==> config.mk <==
export PLATFORM = sky130hd
export DESIGN_NAME = intercal_alu_seq
export DESIGN_NICKNAME = d
export VERILOG_FILES = /design/src/rtl/intercal_alu_seq.sv
export SDC_FILE = /design/constraint.sdc
export NUM_CORES = 1
export LEC_CHECK = 0
export BUFFER_PORTS_ARGS = -buffer_cell sky130_fd_sc_hd__buf_2
export CORE_AREA = 5 5 125 245
export DETAILED_ROUTE_END_ITERATION = 8
export DIE_AREA = 0 0 130 250
export GPL_TIMING_DRIVEN = 0
export PLACE_DENSITY_LB_ADDON = 0.2
export SYNTH_ARGS = -nofsm -noshare
export SYNTH_HDL_FRONTEND = slang
export SYNTH_SLANG_ARGS = --single-unit
==> constraint.sdc <==
create_clock -name clk -period 9.8 [get_ports clk]
set_clock_uncertainty 0.2 [all_clocks]
set_input_delay 1.47 -clock clk [delete_from_list [all_inputs] [get_ports clk]]
set_output_delay 1.47 -clock clk [all_outputs]
set_load 0.01 [all_outputs]
==> src/rtl/intercal_alu_seq.sv <==
// INTERCAL-style ALU: single-cycle unary/mingle ops plus a bit-serial select
// (op 11 over W bits, op 10 per half) behind a valid/ready handshake.
module intercal_alu_seq #(
    parameter int W = 32
) (
    input  logic         clk,
    input  logic         rst,
    input  logic         in_valid,
    output logic         in_ready,
    input  logic [3:0]   s,
    input  logic [W-1:0] a,
    input  logic [W-1:0] b,
    output logic         out_valid,
    input  logic         out_ready,
    output logic [W-1:0] f,
    output logic         busy
);
    localparam int H  = W / 2;
    localparam int CW = $clog2(W);

    generate
        if ((W % 2) != 0 || W < 4) begin : g_bad_width
            $error("intercal_alu_seq: W must be even and >= 4");
        end
    endgenerate

    typedef enum logic [1:0] {IDLE, SCAN, DONE} state_t;

    state_t          state_q, state_d;
    logic [W-1:0]    f_q, f_d;
    logic [W-1:0]    a_q, a_d;
    logic [W-1:0]    b_q, b_d;
    logic [W-1:0]    acc_q, acc_d;
    logic            half_q, half_d;
    logic [CW-1:0]   cnt_q, cnt_d;
    logic [CW-1:0]   ptr_lo_q, ptr_lo_d;
    logic [CW-1:0]   ptr_hi_q, ptr_hi_d;

    logic [W-1:0]    ror_w, ror_h, mingle_lo, mingle_hi, op_result;
    logic [CW-1:0]   hi_pos, hi_idx, last_cnt;
    logic            accept, is_sel;

    // Rotate right by one, over the full word or within each half.
    assign ror_w = {a[0], a[W-1:1]};
    assign ror_h = {a[H], a[W-1:H+1], a[0], a[H-1:1]};

    generate
        for (genvar gi = 0; gi < H; gi++) begin : g_mingle
            assign mingle_lo[2*gi+1] = a[gi];
            assign mingle_lo[2*gi]   = b[gi];
            assign mingle_hi[2*gi+1] = a[H+gi];
            assign mingle_hi[2*gi]   = b[H+gi];
        end
    endgenerate

    always_comb begin
        op_result = '0;
        case (s)
            4'd0:    op_result = a;
            4'd1:    op_result = b;
            4'd2:    op_result = ror_h & a;
            4'd3:    op_result = ror_w & a;
            4'd4:    op_result = ror_h | a;
            4'd5:    op_result = ror_w | a;
            4'd6:    op_result = ror_h ^ a;
            4'd7:    op_result = ror_w ^ a;
            4'd8:    op_result = mingle_lo;
            4'd9:    op_result = mingle_hi;
            default: op_result = '0;
        endcase
    end

    assign in_ready  = (state_q == IDLE) || ((state_q == DONE) && out_ready);
    assign accept    = in_valid && in_ready;
    assign is_sel    = (s[3:1] == 3'b101);
    assign out_valid = (state_q == DONE);
    assign busy      = (state_q == SCAN);
    assign f         = f_q;

    assign hi_pos   = cnt_q + CW'(H);
    assign hi_idx   = ptr_hi_q + CW'(H);
    assign last_cnt = half_q ? CW'(H - 1) : CW'(W - 1);

    always_comb begin
        state_d  = state_q;
        f_d      = f_q;
        a_d      = a_q;
        b_d      = b_q;
        acc_d    = acc_q;
        half_d   = half_q;
        cnt_d    = cnt_q;
        ptr_lo_d = ptr_lo_q;
        ptr_hi_d = ptr_hi_q;
        case (state_q)
            IDLE, DONE: begin
                if (accept) begin
                    if (is_sel) begin
                        state_d  = SCAN;
                        a_d      = a;
                        b_d      = b;
                        half_d   = ~s[0];
                        acc_d    = '0;
                        cnt_d    = '0;
                        ptr_lo_d = '0;
                        ptr_hi_d = '0;
                    end else begin
                        state_d = DONE;
                        f_d     = op_result;
                    end
                end else if (state_q == DONE && out_ready) begin
                    state_d = IDLE;
                end
            end
            SCAN: begin
                // One bit position per edge; in half mode the upper half runs in lockstep.
                if (b_q[cnt_q]) begin
                    acc_d[ptr_lo_q] = a_q[cnt_q];
                    ptr_lo_d        = ptr_lo_q + CW'(1);
                end
                if (half_q && b_q[hi_pos]) begin
                    acc_d[hi_idx] = a_q[hi_pos];
                    ptr_hi_d      = ptr_hi_q + CW'(1);
                end
                if (cnt_q == last_cnt) begin
                    state_d = DONE;
                    f_d     = acc_d;
                end else begin
                    cnt_d = cnt_q + CW'(1);
                end
            end
            default: state_d = IDLE;
        endcase
    end

    always_ff @(posedge clk or posedge rst) begin
        if (rst) begin
            state_q  <= IDLE;
            f_q      <= '0;
            a_q      <= '0;
            b_q      <= '0;
            acc_q    <= '0;
            half_q   <= 1'b0;
            cnt_q    <= '0;
            ptr_lo_q <= '0;
            ptr_hi_q <= '0;
        end else begin
            state_q  <= state_d;
            f_q      <= f_d;
            a_q      <= a_d;
            b_q      <= b_d;
            acc_q    <= acc_d;
            half_q   <= half_d;
            cnt_q    <= cnt_d;
            ptr_lo_q <= ptr_lo_d;
            ptr_hi_q <= ptr_hi_d;
        end
    end
endmodule

* After elaboration in Yosys (flattened, before gate mapping)
Index checks and enable logic that the tools add are counted.
** Storage, ports and cells
- Register bits after elaboration :: 146
- Bits of input ports :: 72
- Output and inout bits :: 35
- Word-level logic and storage cells :: 104
** Cells by class
- $add $sub $neg :: 5
- Order comparisons :: 6
- Equality and inequality tests :: 21
- Muxes and demuxes :: 39
- Bitwise gates (word level) :: 7
- Reduce and logical (&&, ||, !) cells :: 17
** Operator list (number)
- case mux 32 bit (10 select lines) :: 1
- two-way mux 32 bit :: 8
- case mux 32 bit (2 select lines) :: 2
- bitwise AND 32 bit :: 2
- bitwise mux 32 bit :: 2
- bitwise OR 32 bit :: 2
- bitwise XOR 32 bit :: 2
- two-way mux 5 bit :: 6
- case mux 5 bit (2 select lines) :: 3
- < comparator 5 x 6 -> 1 bit, second input constant :: 4
- binary-select mux 1 bit (select 5 bit) :: 4
- equality test 4 x 3 -> 1 bit, second input constant :: 4
- AND reduction 4 bit :: 4
- adder 5 x 1 -> 5 bit, second input constant :: 3
- adder 5 bit, second input constant :: 2
- demux 1 bit (select 5 bit) :: 2
- greater-or-equal comparator 5 x 1 -> 1 bit, second input constant :: 2
- equality test 4 x 2 -> 1 bit, second input constant :: 2
- equality test 4 bit, second input constant :: 2
- two-way mux 2 bit :: 4
- inequality test 2 bit, second input constant :: 4
- two-way mux 1 bit :: 6
- inequality test 2 x 1 -> 1 bit, second input constant :: 3
- AND reduction 3 bit :: 2
- other kinds (15) :: 19

* Longest topological paths before layout
Gate-level depths: netlist (run 1).
- Depth after elaboration :: 11
- Depth in mapped cells :: 9
- Mapped depth without buffers :: 8

* Least setup slack after synthesis (run 1)
OpenSTA, ideal clock, no wires.
- Path type :: in2reg
- From :: in s[2]
- To :: reg f_q[28], in the netlist f[28]
- Library setup time :: 134 ps
- Data arrival time :: 3284 ps
- Required time :: 9466 ps
- Setup slack :: 6182 ps
- Stages on the path :: 8
- Path buffers :: 2
- Cells stage by stage :: clkbuf_1 and3b_1 nor4b_1 nor2_1 clkbuf_1 a22o_1 a31oi_1 o31ai_1
** On the way
- Word-level cells in the longest chain between the ends :: 5
- Elaborated cells between the ends (all ways) :: 17
- Classes of those cells :: eq/ne: 11; mux: 4; reduce/logical: 2
** RTL lines
- start, declared :: line 10 : input logic [3:0] s,
- equality test 4 bit, or another cell as far along :: line 58 : case (s)
- case mux 32 bit (10 select lines) :: line 58
- two-way mux 32 bit :: line 97 : if (is_sel) begin
- two-way mux 32 bit :: line 96 : if (accept) begin
- case mux 32 bit (2 select lines) :: line 94 : case (state_q)
- end signal, assigned :: line 138 : f_q <= '0;
- end signal, assigned :: line 148 : f_q <= f_d;
- end, declared :: line 30 : logic [W-1:0] f_q, f_d;
Parallel ways exist; a longest one is shown, timed or not. The select of a mux whose other input is x is not followed.
A chain may end at the register's enable or synchronous reset.

* Final worst setup path (run 1)
- From :: reg state_q[0]
- To :: out busy
** On the way
- Word-level cells in the longest chain between the ends :: 1
** RTL lines
- start, declared :: line 29 : state_t state_q, state_d;
- start signal, assigned :: line 147 : state_q <= state_d;
- equality test 2 x 1 -> 1 bit :: line 77 : assign busy = (state_q == SCAN);
- end, declared :: line 16 : output logic busy
No other way between the ends.

==> metrics.csv, run 1 <==
stage,metric,value,unit
critical_path,cp-start-kind,flip-flop,
critical_path,worstPathRequired,8.13,ns
timing,worst_slack,5.63,ns
route,totalWireLength,44900,um
placed_design,dp.cells,1670,
cts,clk_pin_slew,0.06,ns
final_layout,nets,1470,
placed_design,dpl-instance-area,12200,um2
timing,whs,0.273,ns
critical_path,r2r_cells,9,
logic_synthesis,synth_cell_types,61,
logic_synthesis,synth-edff-count,0,
cts,htreeDepth,4,
timing,period_needed,4.17,ns
route,drc,0,
global_route,grt_usage,27.6,%
route,wl_per_cell,26.4,um
cts,cts_resized,0,
timing,rsz0062_at_grt,false,
pwr,powerDensity,214,nW/um2
timing,drv_slew,0,
placed_design,port_buffers,104,
logic_synthesis,synthCells,1205,
global_route,antenna_found_initial,0,
pwr,leakage,5.57,nW
final_layout,final_common_cell,nand2_1,
final_layout,drive_gt1_share,20.3,%
timing,hold_violations,0,
critical_path,worst_setup_path_end_kind,output pin,
logic_synthesis,syn_nets,1346,
final_layout,fin_util,44.8,%
route,drt-initial-drc-count,1046,
timing,finalSetupTns,0,ns
die,die_h,250,um
final_layout,fillCellCount,2873,
critical_path,crit_fanout,10,
pwr,power.total,2.75,mW
cts,tritoncts,built,
cts,post_cts_buffers,0,
timing,max_slew.worst_pin.slew,1.20,ns
logic_synthesis,netlist_area,11200,um2
worst_hold_path,worstHoldPathType,flip-flop to flip-flop,
timing,fin_crit_sh,42.5,%
logic_synthesis,yosysWarnings,0,
route,dr.pass1.iters,5,
placed_design,hpwl,35200,um
worst_hold_path,hold_depth,2,
global_route,grt_pass1_vias,10806,
logic_synthesis,synthFlopType,dfrtp_1,
route,ant_nets,0,
final_layout,stdcell_count,1702,
global_route,grt-ovfl-total,0,
die,start_util,39.2,%
run,cap_viol_max_count,0,
cts,cts_made_buffers,17,
cts,ctsHoldBuffers,0,
final_layout,num_antenna_cells,0,
final_layout,final_cell_mix,"149 x nand2_1, 146 x dfrtp_1, 115 x buf_2",
worst_hold_path,min_to,b_q[12],
cts,clock_path_buffers,2,
critical_path,reg2reg_from,cnt_q[3],
run_status,status,completed,
cts,clock_latency,0.46,ns
die,row_count,88,
die,ios,107,
route,via_count,10905,
cts,clock-sinks,146,
die,core_area,28600,um2
logic_synthesis,yosys.area.top_type_share,32.5,%
global_route,grt_pass1_wl,67200,um
worst_hold_path,hp-start,b_q[12],
logic_synthesis,syn_avg_cell_area,9.32,um2
critical_path,crit_type,flip-flop to output pin,
placed_design,finalWeightedCongestion,1.01,
final_layout,syn_to_final_growth,14.1,%
timing,maxSlewHeadroom,19.6,%
die,die-area,32500,um2
timing,max_freq,0.240,GHz
global_route,grt_max_degree,83,
logic_synthesis,ys_ff_latch,146,
logic_synthesis,ys_async_sr_fraction,100,%
critical_path,r2r-end,f[3],
logic_synthesis,yosys.area.top_type,dfrtp_1,
pwr,ir_drop,0.148,mV
critical_path,r2r_slack,6.29,ns
logic_synthesis,ys_seq_area_share,32.5,%
route,viasPerCell,6.41,
final_layout,stdcell_area,12800,um2
placed_design,dp_slack,5.33,ns
timing,setup_viol,0,
critical_path,cp.arrival,2.50,ns
die,dieWidth,130,um
logic_synthesis,synthTopCellsByArea,"dfrtp_1 33%, ha_1 7.7%, mux2_2 6.5%, nand2_1 5.0%, mux4_2 4.2%",
cts,cts-root-buf,clkbuf_16,
==> per-layer routing <==
metal	vias up	wire, um	track usage (%)
met5	-	0	0
met4	0	2470	13.0
met3	119	3540	4.26
met2	639	20700	42.5
met1	5368	18200	37.6
li1	4779	-	-
==> cell families (layout without fill, tap and decap cells) <==
kind of cell               count (synthesis)  in the layout  synth area share, %
AOI/OAI and AO/OA                        361            361                 23.3
xor gates and xnor gates                  10             10                0.780
adders and majority gates                 69             69                 7.69
buffers and inverters                    166            303                 5.97
DFF                                      146            146                 32.5
muxes                                    115            115                 13.5
and+or+nand+nor                          338            338                 16.2
==> layout make-up <==
class	instances	area, um2	share of cell area [%]
clock inverters	14	139	1.08
repair buffers	105	548	4.28
clock buffers	18	439	3.43
plain buffers	117	487	3.80
inverters	49	189	1.47
flip-flops and latches	146	3650	28.5
multi-input cells	893	6910	53.9
well taps	360	450	3.52
==> Yosys cell counts, drive strengths merged, types with 32 or more instances <==
library cell,n
o21ai,67
o22ai,32
inv,49
o31ai,46
clkbuf,85
dfrtp,146
nor3b,35
a22oi,47
nor4b,34
ha,69
mux2,65
nand2,149
nor2,45
buf,32
==> registers in the layout, summed over array words and instances (netlist names) <==
name / cells
state_q: 2
a_q: 32
ptr_hi_q: 5
cnt_q: 5
ptr_lo_q: 5
b_q: 32
half_q: 1
f: 32
acc_q: 32
==> critical path, cell delays in order, from the launching register on <==
cell      delay [ns]
dfrtp_1         0.43
nand2b_1        0.30
clkbuf_1        0.51
inv_1           0.25
clkbuf_1        0.32
buf_2           0.23
==> where the power goes <==
group	switching [mW]	internal [mW]
Sequential	0.115	0.763
Combinational	0.759	0.444
Clock	0.284	0.379
==> worst max-delay path by stage <==
stage	cells after the start	to	from	slack, ns
CTS	5	busy	state_q[0]	5.67
global route	8	f[29]	s[2]	5.48
floorplan	1	a_q[0]	rst	4.21
detailed placement	8	f[3]	s[2]	5.33
global placement	2	a_q[11]	rst	2.41
finish	5	busy	state_q[0]	5.63
Note: power is estimated with default switching activity, not from simulation.
==> run 2, diff against run 1 <==
clock period = 3.8 ns   (was 9.8 ns; I/O delays follow)
==> run 2 against run 1 <==
  * First-iteration DRC count increased by 13%
  * Count of clock-buffer cells in the layout increased by 5
  * Largest cell class unchanged
  * Register-to-register slack got worse by 6.0 ns
  * Setup slack worse by 5.3 ns
  * Design area grew 0.47%
  * Worst hold slack lost 0.22 ns
  * Global-route usage is essentially flat
  * Die area unchanged
  * Wire length fell by 0.41%
  * Combinational power grew to 2.6 times the previous value
  * Sequential power increased to 2.6 times the previous value
  * Critical path depth rose by 4
==> metrics.csv, run 2 (synthesis results as in run 1) <==
stage,metric,value,unit
run_status,status,completed,
cts,clock_latency,0.45,ns
final_layout,syn_to_final_growth,14.6,%
timing,max_freq,0.288,GHz
critical_path,crit_fanout,10,
critical_path,crit_type,flip-flop to flip-flop,
global_route,grt_usage,27.6,%
run,cap_viol_max_count,0,
global_route,grt_pass1_vias,10952,
placed_design,dpl-instance-area,12300,um2
critical_path,worst_setup_path_end_kind,flip-flop,
final_layout,fin_util,45.0,%
critical_path,worstPathRequired,3.90,ns
cts,post_cts_buffers,0,
critical_path,reg2reg_from,cnt_q[3],
route,drc,0,
die,dieWidth,130,um
route,wl_per_cell,26.3,um
die,core_area,28600,um2
route,drt-met1-wl,17900,um
global_route,grt_pass1_wl,67500,um
timing,max_slew.worst_pin.slew,1.26,ns
cts,tritoncts,built,
die,die-area,32500,um2
cts,cts_resized,0,
worst_hold_path,worstHoldPathType,primary input to async pin,
pwr,leakage,5.59,nW
critical_path,r2r-end,f[29],
timing,whs,0.0531,ns
die,ios,107,
global_route,grt-ovfl-total,0,
timing,maxSlewHeadroom,15.9,%
final_layout,stdcell_area,12900,um2
die,die_h,250,um
pwr,power_frac_clock,24.8,%
cts,clock_path_buffers,2,
final_layout,num_antenna_cells,0,
final_layout,drive_gt1_share,20.2,%
pwr,powerDensity,555,nW/um2
die,row_count,88,
global_route,grt_max_degree,42,
cts,htreeDepth,4,
route,totalWireLength,44800,um
critical_path,cp.arrival,3.57,ns
pwr,seq_power_share,31.7,%
pwr,ir_drop,0.365,mV
placed_design,hpwl,35100,um
critical_path,r2r_slack,0.33,ns
cts,clock-sinks,146,
route,wl_met3,3790,um
timing,setup_viol,0,
placed_design,port_buffers,104,
global_route,antenna_found_initial,0,
pwr,swShare,41.2,%
route,dr.pass1.iters,5,
timing,hold_violations,0,
final_layout,final_cell_mix,"149 x nand2_1, 146 x dfrtp_1, 115 x buf_2",
placed_design,finalWeightedCongestion,1.07,
pwr,switching_power,2.94,mW
timing,fin_crit_sh,91.4,%
route,viasPerCell,6.49,
critical_path,r2r_cells,9,
cts,clk_pin_slew,0.07,ns
cts,ctsHoldBuffers,0,
route,met2_length,20600,um
route,via_count,11051,
route,drt-initial-drc-count,1186,
timing,finalSetupTns,0,ns
timing,drv_slew,0,
route,top_layer,met4,
pwr,p_comb_share,43.5,%
pwr,power.total,7.14,mW
final_layout,final_common_cell,nand2_1,
route,ant_nets,0,
die,start_util,39.2,%
cts,cts_made_buffers,17,
timing,rsz0062_at_grt,false,
pwr,internal_power,4.20,mW
final_layout,nets,1472,
timing,period_needed,3.47,ns
critical_path,cp-start-kind,flip-flop,
cts,cts-root-buf,clkbuf_16,
==> run 2: cell types whose count changed in the layout (fill, tap and decap cells not counted), moves of 2 or more <==
| cell | before | now |
|---|---|---|
| buf_12 | 0 | 3 |
| clkbuf_1 | 85 | 88 |
| clkinv_2 | 6 | 3 |
| clkbuf_8 | 1 | 3 |
| inv_6 | 2 | 0 |
==> run 2: metrics by stage <==
| stage | cells | setup WS (ns) |
|---|---|---|
| after floorplan | 1205 | 1.03 |
| after global placement | 1669 | 0.188 |
| after detailed placement | 1672 | 0.274 |
| after CTS | 1704 | 0.389 |
| after global routing | 1704 | 0.121 |
| final | 1704 | 0.326 |
==> run 2: worst max-delay path by stage <==
stage | slack, ns | cells past startpoint | to | from
global route | 0.12 | 9 | f[3] | cnt_q[3]
finish | 0.33 | 9 | f[29] | cnt_q[3]
floorplan | 1.03 | 8 | f[20] | cnt_q[1]
detailed placement | 0.27 | 8 | f[3] | s[2]
global placement | 0.19 | 2 | a_q[9] | rst
CTS | 0.39 | 8 | f[3] | cnt_q[1]
==> run 2: power by group through the flow <==
| stage | combinational, mW | sequential (mW) | clock (mW) |
|---|---|---|---|
| 6_report | 3.11 | 2.26 | 1.77 |
| 5_1_grt | 3.32 | 2.30 | 1.85 |
| 4_1_cts | 3.07 | 2.25 | 1.79 |
| 3_5_place_dp | 3.05 | 2.27 | 0 |
| 3_3_place_gp | 2.99 | 2.26 | 0 |
| 2_1_floorplan | 2.08 | 2.21 | 0 |
==> run 2: critical path, cell delays in order (launching register included) <==
cell      delay (ns)
dfrtp_1         0.31
buf_2           0.26
buf_2           0.38
nand3_1         0.21
nor3_1          0.79
nor2_1          0.25
clkbuf_1        0.33
a22o_1          0.31
a31oi_1         0.17
o31ai_1         0.10
==> run 2: routing by layer <==
metal	vias to the layer above	track usage (%)
met5	-	0
met4	0	13.3
met3	124	4.24
met2	656	42.6
met1	5469	37.5
li1	4802	-
==> run 2: cell type report <==
type                            count  area [um2]
Buffer                            117         487
Clock buffer                       23         478
Clock inverter                      9         129
Fill cell                        2856       15800
Inverter                           49         188
Multi-Input combinational cell    893        6910
Sequential cell                   146        3650
Tap cell                          360         450
Timing Repair Buffer              107         581
==> run 3, diff against run 2 <==
CORE_AREA = 2 2 122 242   (was 5 5 125 245)
DIE_AREA = 0 0 124 244   (was 0 0 130 250)
==> run 3 against run 2 <==
  * Setup slack got worse by 0.054 ns
  * Sequential cell count unchanged
  * Clock power decreased by 3%
  * Fmax decreased by 1.5%
  * Wire length increased by 8.6%
  * Design area decreased by 0.16%
  * Core utilization increased by 0.45 points
  * Global-route usage increased by 5.3 points
  * Largest power group unchanged
==> metrics.csv, run 3 (synthesis results as in run 1) <==
stage,metric,value,unit
run_status,status,completed,
critical_path,worstPathRequired,3.95,ns
global_route,busiest_layer,met2,
final_layout,fillCellCount,2860,
route,dr.pass1.iters,7,
cts,htreeDepth,4,
global_route,grt.met1_usage,32.9,%
final_layout,nets,1472,
cts,clock-sinks,146,
cts,tritoncts,built,
die,core_area,28300,um2
critical_path,worst_setup_path_end_kind,flip-flop,
cts,ctsHoldBuffers,0,
worst_hold_path,worstHoldPathType,primary input to async pin,
run,cap_viol_max_count,0,
final_layout,final_cell_mix,"149 x nand2_1, 146 x dfrtp_1, 115 x buf_2",
route,totalWireLength,48600,um
cts,clk_pin_slew,0.07,ns
pwr,ir_drop,0.393,mV
final_layout,fin_util,45.4,%
global_route,grt_use_met3,4.85,%
placed_design,hpwl,38900,um
timing,max_freq,0.283,GHz
cts,clock_latency,0.46,ns
final_layout,drive_gt1_share,20.5,%
critical_path,crit_fanout,10,
timing,period_needed,3.53,ns
die,die_h,244,um
placed_design,port_buffers,104,
die,die-area,30300,um2
global_route,antenna_found_initial,0,
route,drt-initial-drc-count,1094,
die,start_util,39.7,%
timing,maxSlewHeadroom,9.08,%
route,via_count,10964,
route,drc,0,
cts,cts-root-buf,clkbuf_16,
pwr,power.total,7.11,mW
pwr,leakage,5.59,nW
final_layout,num_antenna_cells,0,
global_route,grt_pass1_wl,71400,um
placed_design,finalWeightedCongestion,0.993,
critical_path,cp-start-kind,flip-flop,
pwr,powerDensity,553,nW/um2
timing,rsz0062_at_grt,false,
route,ant_nets,0,
final_layout,syn_to_final_growth,14.4,%
critical_path,cp.arrival,3.68,ns
timing,setup_viol,0,
global_route,grt_usage,32.9,%
route,viasPerCell,6.45,
final_layout,final_common_cell,nand2_1,
die,ios,107,
timing,fin_crit_sh,92.8,%
die,dieWidth,124,um
final_layout,seq_area,3650,um2
global_route,grt_pass1_vias,11187,
global_route,gr-usage-met2,58.0,%
timing,hold_violations,0,
placed_design,dp.cells,1668,
critical_path,crit_type,flip-flop to flip-flop,
cts,clock_path_buffers,2,
global_route,grt-ovfl-total,0,
route,wl_per_cell,28.6,um
timing,whs,0.0252,ns
global_route,grt_max_degree,42,
final_layout,multi_input_area,6920,um2
final_layout,stdcell_count,1700,
timing,drv_slew,0,
timing,max_slew.worst_pin.slew,1.34,ns
die,row_count,87,
cts,cts_made_buffers,17,
==> run 3: worst paths after layout <==
path / cells past startpoint / slack (ns) / start / to
worst max-delay path: 7 / 0.27 / cnt_q[0] / f[1]
worst min-delay path: 2 / 0.03 / rst / acc_q[28]
worst max register to register: 7 / 0.27 / cnt_q[0] / f[1]
worst min register to register: 2 / 0.28 / b_q[1] / b_q[1]
max in group asynchronous: 4 / 2.43 / rst / acc_q[20]
min in group clk: 3 / 0.17 / b[26] / b_q[26]
==> run 3: power by group <==
part	total, mW	leakage, nW	internal, mW	switching [mW]
combinational	3.12	3.42	1.15	1.97
sequential	2.27	1.88	1.97	0.308
clock	1.71	0.285	0.880	0.830
==> run 3: through the flow <==
| step | area [um2] | setup TNS, ns | worst slack, ns |
|---|---|---|---|
| floorplan | 11200 | 0 | 1.03 |
| detailed placement | 12300 | -0.706 | -0.0940 |
| global placement | 12200 | -1.86 | -0.128 |
| CTS | 12800 | 0 | 0.218 |
| finish | 12900 | 0 | 0.273 |
| global route | 12900 | 0 | 0.114 |
==> run 3: layout make-up <==
type                            count  share of cell area, %
Sequential cell                   146                   28.4
Tap cell                          356                   3.47
Clock buffer                       17                   3.31
Timing Repair Buffer              107                   4.52
Inverter                           49                   1.46
Clock inverter                     15                   1.19
Multi-Input combinational cell    893                   53.8
Buffer                            117                   3.79
==> run 3: worst max-delay path, stage by stage, from the launching register on <==
cell and delay, ns:
dfrtp_1 0.63, buf_2 0.35, mux2i_1 0.13, mux4_2 0.59, buf_2 0.24, nor4_2 0.97
a21oi_1 0.18, o31ai_1 0.12
==> run 3: what timing repair did <==
item	4_1_cts	5_1_grt
setup buffers	0	0
endpoints found under the setup margin	0	1
endpoints found under the hold margin	0	0
gates resized for setup	0	1
==> run 3: layer usage <==
layer | part of all wire, % | vias to the layer above
met3 | 5.6 | 237
li1 | - | 4784
met5 | 0 | -
met2 | 51 | 597
met4 | 10 | 0
met1 | 33 | 5346
